[src/rtl/synth_param_pkg.sv]
// Shared definitions for the synth parameter slider bank: key-repeat FSM
// state encoding, channel indices and the power-on synth defaults.
package synth_param_pkg;

    typedef enum logic [1:0] {
        ST_IDLE   = 2'd0,
        ST_WAIT   = 2'd1,
        ST_REPEAT = 2'd2
    } rep_state_e;

    localparam int CH_AMP = 0;
    localparam int CH_ATK = 1;
    localparam int CH_DEC = 2;
    localparam int CH_SUS = 3;
    localparam int CH_REL = 4;
    localparam int CH_OCT = 5;

    localparam int SYNTH_NUM_CH = 6;
    localparam int SYNTH_W      = 31;

    // Power-on settings, in the same 31-bit fixed-point scale as the ALU.
    localparam logic [SYNTH_W-1:0] DEF_AMP = 31'd536870912;
    localparam logic [SYNTH_W-1:0] DEF_ATK = 31'd16777216;
    localparam logic [SYNTH_W-1:0] DEF_DEC = 31'd33554432;
    localparam logic [SYNTH_W-1:0] DEF_SUS = 31'd805306368;
    localparam logic [SYNTH_W-1:0] DEF_REL = 31'd67108864;
    localparam logic [SYNTH_W-1:0] DEF_OCT = 31'd134217728;

    // Packs the defaults by channel index into the flattened bank layout.
    function automatic logic [SYNTH_NUM_CH*SYNTH_W-1:0] synth_default_vec();
        logic [SYNTH_NUM_CH*SYNTH_W-1:0] v;
        v = '0;
        v[CH_AMP*SYNTH_W +: SYNTH_W] = DEF_AMP;
        v[CH_ATK*SYNTH_W +: SYNTH_W] = DEF_ATK;
        v[CH_DEC*SYNTH_W +: SYNTH_W] = DEF_DEC;
        v[CH_SUS*SYNTH_W +: SYNTH_W] = DEF_SUS;
        v[CH_REL*SYNTH_W +: SYNTH_W] = DEF_REL;
        v[CH_OCT*SYNTH_W +: SYNTH_W] = DEF_OCT;
        return v;
    endfunction

    localparam logic [SYNTH_NUM_CH*SYNTH_W-1:0] SYNTH_DEFAULT_VEC = synth_default_vec();

endpackage

[src/rtl/key_repeat_fsm.sv]
// Key edge detection and hold-to-repeat timing. Emits single-cycle
// step_up/step_dn pulses in the same cycle the step is decided.
// Optional: PARAM_ACCEL_EN enables step_big after 8 repeat steps.
module key_repeat_fsm
    import synth_param_pkg::*;
#(
    parameter int NUM_CH        = 6,
    parameter int SEL_W         = 3,
    parameter int REPEAT_DELAY  = 25000000,
    parameter int REPEAT_PERIOD = 5000000
) (
    input  logic             clk,
    input  logic             reset,
    input  logic [SEL_W-1:0] sel,
    input  logic             inc,
    input  logic             dec,
    output logic             step_up,
    output logic             step_dn,
    output logic             step_big
);

    localparam int CNT_SPAN = (REPEAT_DELAY > REPEAT_PERIOD) ? REPEAT_DELAY : REPEAT_PERIOD;
    localparam int CNT_W    = (CNT_SPAN > 1) ? $clog2(CNT_SPAN) : 1;
    localparam logic [CNT_W-1:0] DELAY_LAST  = CNT_W'(REPEAT_DELAY - 1);
    localparam logic [CNT_W-1:0] PERIOD_LAST = CNT_W'(REPEAT_PERIOD - 1);

    rep_state_e       state;
    logic [CNT_W-1:0] cnt;
    logic             dir_up;
    logic             inc_q;
    logic             dec_q;
    logic [SEL_W-1:0] sel_q;
    logic             primed;

    logic key_cond;
    logic inc_rise;
    logic dec_rise;
    logic hold_ok;
    logic fire;
    logic fire_up;

    // primed blocks edges on the first cycle after reset, so a key still
    // held through reset must be released and pressed again to step.
    assign key_cond = (inc ^ dec) && (int'(sel) < NUM_CH);
    assign inc_rise = primed & inc & ~inc_q;
    assign dec_rise = primed & dec & ~dec_q;
    assign hold_ok  = key_cond && (sel == sel_q) && (dir_up ? inc : dec);

    // Decide whether this cycle issues a step and in which direction.
    always_comb begin
        // NOTE: every signal gets a default first so no path leaves it unassigned and infers a latch.
        fire    = 1'b0;
        fire_up = dir_up;
        case (state)
            ST_IDLE: begin
                fire    = key_cond && (inc ? inc_rise : dec_rise);
                fire_up = inc;
            end
            ST_WAIT:   fire = hold_ok && (cnt == DELAY_LAST);
            ST_REPEAT: fire = hold_ok && (cnt == PERIOD_LAST);
            default:   fire = 1'b0;
        endcase
    end

    assign step_up = fire & fire_up;
    assign step_dn = fire & ~fire_up;

    // Input registers, FSM state and the hold counter.
    always_ff @(posedge clk or negedge reset) begin
        if (!reset) begin
            // NOTE: sequential state uses non-blocking assignments so every register samples pre-edge values.
            state  <= ST_IDLE;
            cnt    <= '0;
            dir_up <= 1'b0;
            inc_q  <= 1'b0;
            dec_q  <= 1'b0;
            sel_q  <= '0;
            primed <= 1'b0;
        end else begin
            inc_q  <= inc;
            dec_q  <= dec;
            sel_q  <= sel;
            primed <= 1'b1;
            case (state)
                ST_IDLE: begin
                    if (fire) begin
                        state  <= ST_WAIT;
                        cnt    <= '0;
                        dir_up <= inc;
                    end
                end
                ST_WAIT, ST_REPEAT: begin
                    if (!hold_ok) begin
                        state <= ST_IDLE;
                        cnt   <= '0;
                    end else if (fire) begin
                        state <= ST_REPEAT;
                        cnt   <= '0;
                    end else begin
                        cnt <= cnt + CNT_W'(1);
                    end
                end
                default: begin
                    state <= ST_IDLE;
                    cnt   <= '0;
                end
            endcase
        end
    end

`ifdef PARAM_ACCEL_EN
    localparam logic [3:0] ACCEL_AFTER = 4'd8;
    logic [3:0] rep_cnt;

    // Count steps taken in REPEAT; saturates once acceleration engages.
    always_ff @(posedge clk or negedge reset) begin
        if (!reset) begin
            rep_cnt <= '0;
        end else if (state != ST_REPEAT || !hold_ok) begin
            rep_cnt <= '0;
        end else if (fire && rep_cnt != ACCEL_AFTER) begin
            rep_cnt <= rep_cnt + 4'd1;
        end
    end

    assign step_big = (state == ST_REPEAT) && (rep_cnt == ACCEL_AFTER);
`else
    assign step_big = 1'b0;
`endif

endmodule

[src/rtl/param_slider_bank.sv]
// Bank of saturating user-adjustable synth settings, stepped by the
// key-repeat FSM and reloadable from DEFAULT_VEC. Exposes all channels
// flattened plus a view of the selected channel for the HEX display.
// Optional: PARAM_ACCEL_EN quadruples the step during long repeats.
module param_slider_bank
    import synth_param_pkg::*;
#(
    parameter int                       NUM_CH        = 6,
    parameter int                       SEL_W         = 3,
    parameter int                       WIDTH         = 31,
    parameter int unsigned              MAX_VAL       = 1073741824,
    parameter int                       STEP_SHIFT    = 23,
    parameter logic [NUM_CH*WIDTH-1:0]  DEFAULT_VEC   = SYNTH_DEFAULT_VEC,
    parameter int                       REPEAT_DELAY  = 25000000,
    parameter int                       REPEAT_PERIOD = 5000000
) (
    input  logic                    clk,
    input  logic                    reset,
    input  logic [SEL_W-1:0]        sel,
    input  logic                    inc,
    input  logic                    dec,
    input  logic                    load_defaults,
    output logic [NUM_CH*WIDTH-1:0] values,
    output logic [WIDTH-1:0]        sel_value,
    output logic [3:0]              sel_nibble,
    output logic                    at_max,
    output logic                    at_min,
    output logic                    changed
);

    localparam logic [WIDTH:0] MAX_EXT   = (WIDTH+1)'(MAX_VAL);
    localparam logic [WIDTH:0] STEP_BASE = (WIDTH+1)'(1) << STEP_SHIFT;
    localparam logic [WIDTH:0] STEP_BIG  = STEP_BASE << 2;

    logic [WIDTH-1:0] ch_q [NUM_CH];

    logic             step_up;
    logic             step_dn;
    logic             step_big;
    logic             step_any;
    logic [WIDTH:0]   step_amt;
    logic [WIDTH:0]   cur_ext;
    logic [WIDTH:0]   sum_ext;
    logic [WIDTH:0]   dif_ext;
    logic [WIDTH-1:0] next_val;

    key_repeat_fsm #(
        .NUM_CH        (NUM_CH),
        .SEL_W         (SEL_W),
        .REPEAT_DELAY  (REPEAT_DELAY),
        .REPEAT_PERIOD (REPEAT_PERIOD)
    ) u_fsm (
        .clk      (clk),
        .reset    (reset),
        .sel      (sel),
        .inc      (inc),
        .dec      (dec),
        .step_up  (step_up),
        .step_dn  (step_dn),
        .step_big (step_big)
    );

    assign step_any = step_up | step_dn;

    // Flatten the channel registers and select the addressed channel.
    always_comb begin
        values    = '0;
        sel_value = '0;
        for (int k = 0; k < NUM_CH; k++) begin
            values[k*WIDTH +: WIDTH] = ch_q[k];
            if (sel == SEL_W'(k)) sel_value = ch_q[k];
        end
    end

    assign sel_nibble = sel_value[WIDTH-1 -: 4];
    assign at_max     = ({1'b0, sel_value} == MAX_EXT);
    assign at_min     = (sel_value == '0);

    // Saturating next value for the selected channel, one bit wider than the channel.
    always_comb begin
        step_amt = step_big ? STEP_BIG : STEP_BASE;
        cur_ext  = {1'b0, sel_value};
        sum_ext  = cur_ext + step_amt;
        dif_ext  = cur_ext - step_amt;
        if (step_up) begin
            next_val = (sum_ext > MAX_EXT) ? MAX_EXT[WIDTH-1:0] : sum_ext[WIDTH-1:0];
        end else begin
            next_val = (cur_ext < step_amt) ? '0 : dif_ext[WIDTH-1:0];
        end
    end

    // Channel registers: defaults reload wins over a same-cycle step.
    always_ff @(posedge clk or negedge reset) begin
        if (!reset) begin
            // NOTE: this array is a small register bank, not a RAM, so every element is reset to its default.
            for (int k = 0; k < NUM_CH; k++) ch_q[k] <= DEFAULT_VEC[k*WIDTH +: WIDTH];
            changed <= 1'b0;
        end else if (load_defaults) begin
            for (int k = 0; k < NUM_CH; k++) ch_q[k] <= DEFAULT_VEC[k*WIDTH +: WIDTH];
            changed <= (values != DEFAULT_VEC);
        end else begin
            changed <= step_any && (next_val != sel_value);
            for (int k = 0; k < NUM_CH; k++) begin
                if (step_any && sel == SEL_W'(k)) ch_q[k] <= next_val;
            end
        end
    end

endmodule

[config.mk]
export PLATFORM = sky130hd
export DESIGN_NAME = param_slider_bank
export DESIGN_NICKNAME = d
export VERILOG_FILES = /design/src/rtl/synth_param_pkg.sv /design/src/rtl/key_repeat_fsm.sv /design/src/rtl/param_slider_bank.sv
export SDC_FILE = /design/constraint.sdc
export NUM_CORES = 1
export LEC_CHECK = 0
export BUFFER_PORTS_ARGS = -buffer_cell sky130_fd_sc_hd__buf_2
export CORE_ASPECT_RATIO = 1.1
export CORE_MARGIN = 4
export CORE_UTILIZATION = 30
export DETAILED_ROUTE_END_ITERATION = 8
export GPL_ROUTABILITY_DRIVEN = 0
export PLACE_DENSITY = 0.47
export SLEW_MARGIN = 25
export SYNTH_ARGS = -nofsm -noshare
export SYNTH_HDL_FRONTEND = slang
export SYNTH_SLANG_ARGS = --single-unit
[constraint.sdc]
create_clock -name clk -period 9.42 [get_ports clk]
set_input_delay 2.355 -clock clk [delete_from_list [all_inputs] [get_ports clk]]
set_output_delay 2.355 -clock clk [all_outputs]
set_load 0.05 [all_outputs]
# Word level (Yosys, flattened, before mapping)
# Cells that the tools add are included.
# W data, S select, Z words.
# classes
n_eq_ne,15
n_reduce_logical,25
bitwise,11
mux,29
order_cmp,3
addsub,3
# ops
cell,count
$mux W31,15
$mux W186,1
$ne A186 B183 Y1 const B,1
$mux W25,3
$pmux W25 S2,1
$add A31 B24 Y32 const B,1
$gt A32 B31 Y1 const B,1
$eq A31 B31 Y1 const B,1
$logic_not A31 Y1,1
$lt A31 B24 Y1 const B,1
$ne A31 B31 Y1,1
$sub A31 B24 Y31 const B,1
$add A25 B1 Y25 const B,1
$eq A25 B23 Y1 const B,1
$eq A25 B25 Y1 const B,1
$logic_and A1 B1 Y1,13
$reduce_bool A2 Y1,6
$and A1 B1 Y1,6
$eq A3 B2 Y1 const B,2
$eq A3 B3 Y1 const B,2
$mux W2,3
$mux W1,4
$pmux W2 S2,1
$reduce_and A2 Y1,2
14 further kinds,16
# word_totals
output_inout_bits,224
elab_cells,100
in_bits,8
ff_bits,221

# Logic depth before layout (Yosys ltp)
# logic_depth
ltp_word,14
depth_mapped,17
mapped_depth_nobuf,13

# By module
# A second synthesis with hierarchy kept.
# unflattened
cells_unflattened,1480
area_unflattened_um2,12779.8
# by_module_without_submodules
module,area_per_inst_um2,instances,seq_area_each_um2,cells_per_inst
param_slider_bank,10871.7,1,4688.2,1281
key_repeat_fsm,1908.1,1,850.8,199

# Least setup slack after synthesis
# No wires, ideal clock.
# synth_timing
kind,input-to-output
from,input port sel[1]
to,output port at_max
required_ns,7.065
cell_stages,10
path_buffers,2
arrival_time_ns,5.609
setup_slack_ns,1.456
path_cell_list,inv_1 clkbuf_1 buf_1 o22ai_1 o21a_1 a211oi_1 nor4_2 nand2_1 nor2_1 and4_1
# synth_via
elab_chain_cells,8
elab_cells_between_ends,13
# synth_rtl
element,line,source
from (decl),param_slider_bank.sv:19,"input logic [SEL_W-1:0] sel,"
$logic_not A3 Y1,param_slider_bank.sv:71,if (sel == SEL_W'(k)) sel_value = ch_q[k];
$mux W31 (5 in a row),param_slider_bank.sv:71,
$mux W31 (*),param_slider_bank.sv:71,
via sel_value[15],param_slider_bank.sv:24,"output logic [WIDTH-1:0] sel_value,"
$eq A31 B31 Y1 (*),param_slider_bank.sv:76,"assign at_max = ({1'b0, sel_value} == MAX_EXT);"
to (decl),param_slider_bank.sv:26,"output logic at_max,"
# The timed path passes the listed nets; every way through them passes the cells marked *.

# Final worst setup path
# layout_timing
from,input port sel[0]
to,output port at_max
# layout_via
elab_chain_cells,8
elab_cells_between_ends,13
# layout_rtl
element,line
$logic_not A3 Y1,param_slider_bank.sv:71
$mux W31 (5 in a row),param_slider_bank.sv:71
$mux W31 (*),param_slider_bank.sv:71
$eq A31 B31 Y1 (*),param_slider_bank.sv:76
# Every way passes the cells marked *; elsewhere a longest branch is shown, timed or not.

==> results.json <==
{
  "cts_resized": 0,
  "num-nets-final": 1545,
  "ys_seq_elements": 221,
  "cts_buffers": 27,
  "grt_max_degree": 110,
  "yosysWarnings": 0,
  "netlist_top_cells_count": "214 x dfrtp_1, 167 x nand2_1, 121 x a21oi_1",
  "endpoint_kind": "output pin",
  "synthCells": 1350,
  "first_pass_iters": 6,
  "gr-total-overflow": 0,
  "ys_seq_area_share_pct": 45.6,
  "hold_violations": 0,
  "cts_hold_buf": 0,
  "grt_first_pass_wirelength_um": 78700,
  "final.setup.tns_ns": 0,
  "die_w_um": 200,
  "drv_cap": 0,
  "grt_use_total_pct": 23.4,
  "crit_chain": "buf_4 > inv_1 > o21ai_0 > a221oi_1 > or4_1 > nor4_2 > nand2_1 > nor2_1 > and4_1 > buf_2",
  "cts_htree_levels": 1,
  "drt-total-wl_um": 52700,
  "path_max_fanout": 50,
  "switching_share_pct": 29.3,
  "cp_top_family": "simple AND/OR/NAND/NOR gates",
  "cts.sinks": 221,
  "syn_avg_cell_area_um2": 9.00,
  "detail_route.wl_per_cell_um": 25.5,
  "comb_power_share_pct": 13.8,
  "worst_pin_slew_ns": 1.08,
  "synth.top_cell.area_share_pct": 44.1,
  "syn_to_final_growth_pct": 20.7,
  "layout_setup_ws_ns": 1.03,
  "fin_crit_sh_pct": 89.0,
  "port_buffers": 231,
  "crit_type": "primary input to output pin",
  "fillers": 4137,
  "drive_gt1_share_pct": 24.1,
  "p_leak_nw": 6.68,
  "cts_setup_buffers": 0,
  "cts_tree": "built",
  "hp-class": "flop to flop",
  "status": "finished, final reports clean",
  "core_mm2": 0.0401,
  "p_int_mw": 1.71,
  "ys_top_cells_by_area": "dfrtp_1 44%, nand2_1 5.2%, nand4_1 5.1%",
  "seqPwrFrac_pct": 40.3,
  "num_vias": 12047,
  "pwr-share-clk_pct": 45.9,
  "synth_most_common_cell": "dfrtp_1",
  "path_buf_inv": 3,
  "synth_area_leader_cell": "dfrtp_1",
  "rsz0062_at_grt": "no",
  "ys_async_sr_fraction_pct": 100,
  "io-pin-count": 232,
  "setup_viol": 0,
  "startpoint_type": "primary input",
  "die-area_mm2": 0.0438,
  "antenna_found_initial": 0,
  "synth_flop_cell": "dfrtp_1",
  "fin_skew_ns": 0.0272,
  "rows": 77,
  "via_per_inst": 5.84,
  "slew_violations": 0,
  "synth_edf_count": 0,
  "syn_area_mm2": 0.0121,
  "cts.clk_slew.worst_paths_ns": 0.06,
  "synth.distinct_cells": 79,
  "cp_data_required_time_ns": 7.07,
  "die_h_um": 219,
  "slew_headroom_pct": 28.1,
  "drt_iter0_drc": 1184,
  "root_buffer": "clkbuf_16",
  "cts_max_path_buffers": 3,
  "max_stage_delay_ns": 0.63,
  "p_per_area_mw_per_mm2": 165,
  "syn-num-nets": 1364,
  "clk_latency_ns": 0.56,
  "grt_pass1_vias": 11736,
  "pre_cts_slack_ns": 1.14,
  "ir_drop_mv": 0.122,
  "cp.arrival_ns": 6.03,
  "start_util_pct": 30.3,
  "diodes": 0,
  "p_sw_mw": 0.707,
  "drc": 0,
  "postRouteAntennaNets": 0,
  "dp_hpwl_um": 35900,
  "timing.fmax_mhz": 119,
  "fin_crit_ns": 8.39,
  "cp_slowest_cell": "or4_1"
}
-- flip-flops by register name, indices dropped and copies added (netlist names) --
name / cells
u_fsm.inc_q: 1
u_fsm.sel_q: 3
u_fsm.dir_up: 1
changed: 1
u_fsm.cnt: 25
values: 186
u_fsm.dec_q: 1
u_fsm.primed: 1
u_fsm.state: 2
-- worst paths after layout --
kind	endpoint	depth (start not counted)	start	slack [ns]
max	at_max	10	sel[0]	1.03
min	values[122]	2	values[122]	0.51
max reg2reg	values[119]	13	values[54]	4.52
min reg2reg	values[122]	2	values[122]	0.51
max in group asynchronous	values[162]	2	reset	6.08
min in group asynchronous	values[86]	1	reset	1.87
-- placed cells by master (no fill, tap or decap), drive strengths merged, types with 7 or more instances in the layout --
master | synthesis | layout
o22ai | 14 | 14
clkbuf | 65 | 37
nand4 | 100 | 100
nor4 | 51 | 51
buf | 45 | 262
nor2 | 101 | 101
a22oi | 9 | 9
xnor2 | 14 | 14
nand3b | 13 | 13
o21ai | 83 | 83
inv | 44 | 45
xor2 | 7 | 7
o31ai | 7 | 7
mux2i | 40 | 40
dfrtp | 214 | 214
nand2b | 14 | 14
nor3 | 23 | 23
dfstp | 7 | 7
nand3 | 32 | 32
nor4b | 8 | 8
a21oi | 121 | 121
a221oi | 13 | 13
or3 | 12 | 12
mux2 | 22 | 22
a211oi | 14 | 14
a32oi | 19 | 19
o32ai | 10 | 10
nand2 | 168 | 168
o41ai | 8 | 8
-- kinds of logic (layout without fill, tap and decap cells) --
kind of cell             Yosys count  count (layout)  share of synthesized area [%]
multiplexers                      65              65                           5.89
AND/OR/NAND/NOR                  557             557                           23.6
flip-flops                       221             221                           45.6
adder cells (fa/ha/maj)            6               6                          0.618
buffers and inverters            154             354                           5.71
AO/OA/AOI/OAI                    325             325                           17.1
other                              1               1                         0.0309
XOR/XNOR                          21              21                           1.51
-- worst reg2reg max path, cell delays in order, from the launching register on --
cell	delay, ns
dfrtp_1	0.46
mux2i_1	0.21
nor2_1	0.07
nor3_2	0.60
inv_1	0.30
ha_1	0.32
inv_1	0.15
nor4_2	0.08
xnor2_1	0.18
or4_1	0.51
o21ai_4	0.23
buf_4	0.71
nand2_2	0.48
o41ai_1	0.48
-- power groups by stage --
| stage | logic, mW | clock network (mW) | registers [mW] |
|---|---|---|---|
| after CTS | 0.334 | 1.13 | 0.973 |
| final | 0.334 | 1.11 | 0.973 |
| after floorplan | 0.203 | 0 | 1.01 |
| after global routing | 0.359 | 1.17 | 0.974 |
| after global placement | 0.333 | 0 | 0.990 |
| after detailed placement | 0.334 | 0 | 0.990 |
-- through the flow --
| stage | hold slack, ns | util (%) | instance area (um2) | instances | power (mW) |
|---|---|---|---|---|---|
| 2_1_floorplan | 0.505 | - | 12100 | 1350 | 1.21 |
| 3_3_place_gp | 0.505 | 34.2 | 13700 | 2015 | 1.32 |
| 3_5_place_dp | 0.513 | 34.2 | 13700 | 2015 | 1.32 |
| 4_1_cts | 0.521 | 36.6 | 14700 | 2063 | 2.44 |
| 5_1_grt | 0.547 | 36.6 | 14700 | 2063 | 2.50 |
| 6_report | 0.514 | 36.6 | 14700 | 2063 | 2.42 |
-- cell type report --
cell class              instances  area [um2]  area share, %
clock buffers                  37         803           5.48
clock inverters                11         139          0.947
inverters                      44         165           1.13
multi-input cells             975        5980           40.7
flip-flops and latches        221        5540           37.8
well taps                     513         642           4.38
repair buffers                262        1400           9.57
-- routing by layer --
metal	GRT usage (%)	share of wire, %	vias up
li1	-	-	5366
met1	32.7	43	6055
met2	37.7	47	548
met3	4.04	7.3	78
met4	5.89	2.4	0
met5	0	0	-
Note: power is estimated with default switching activity, not from simulation.
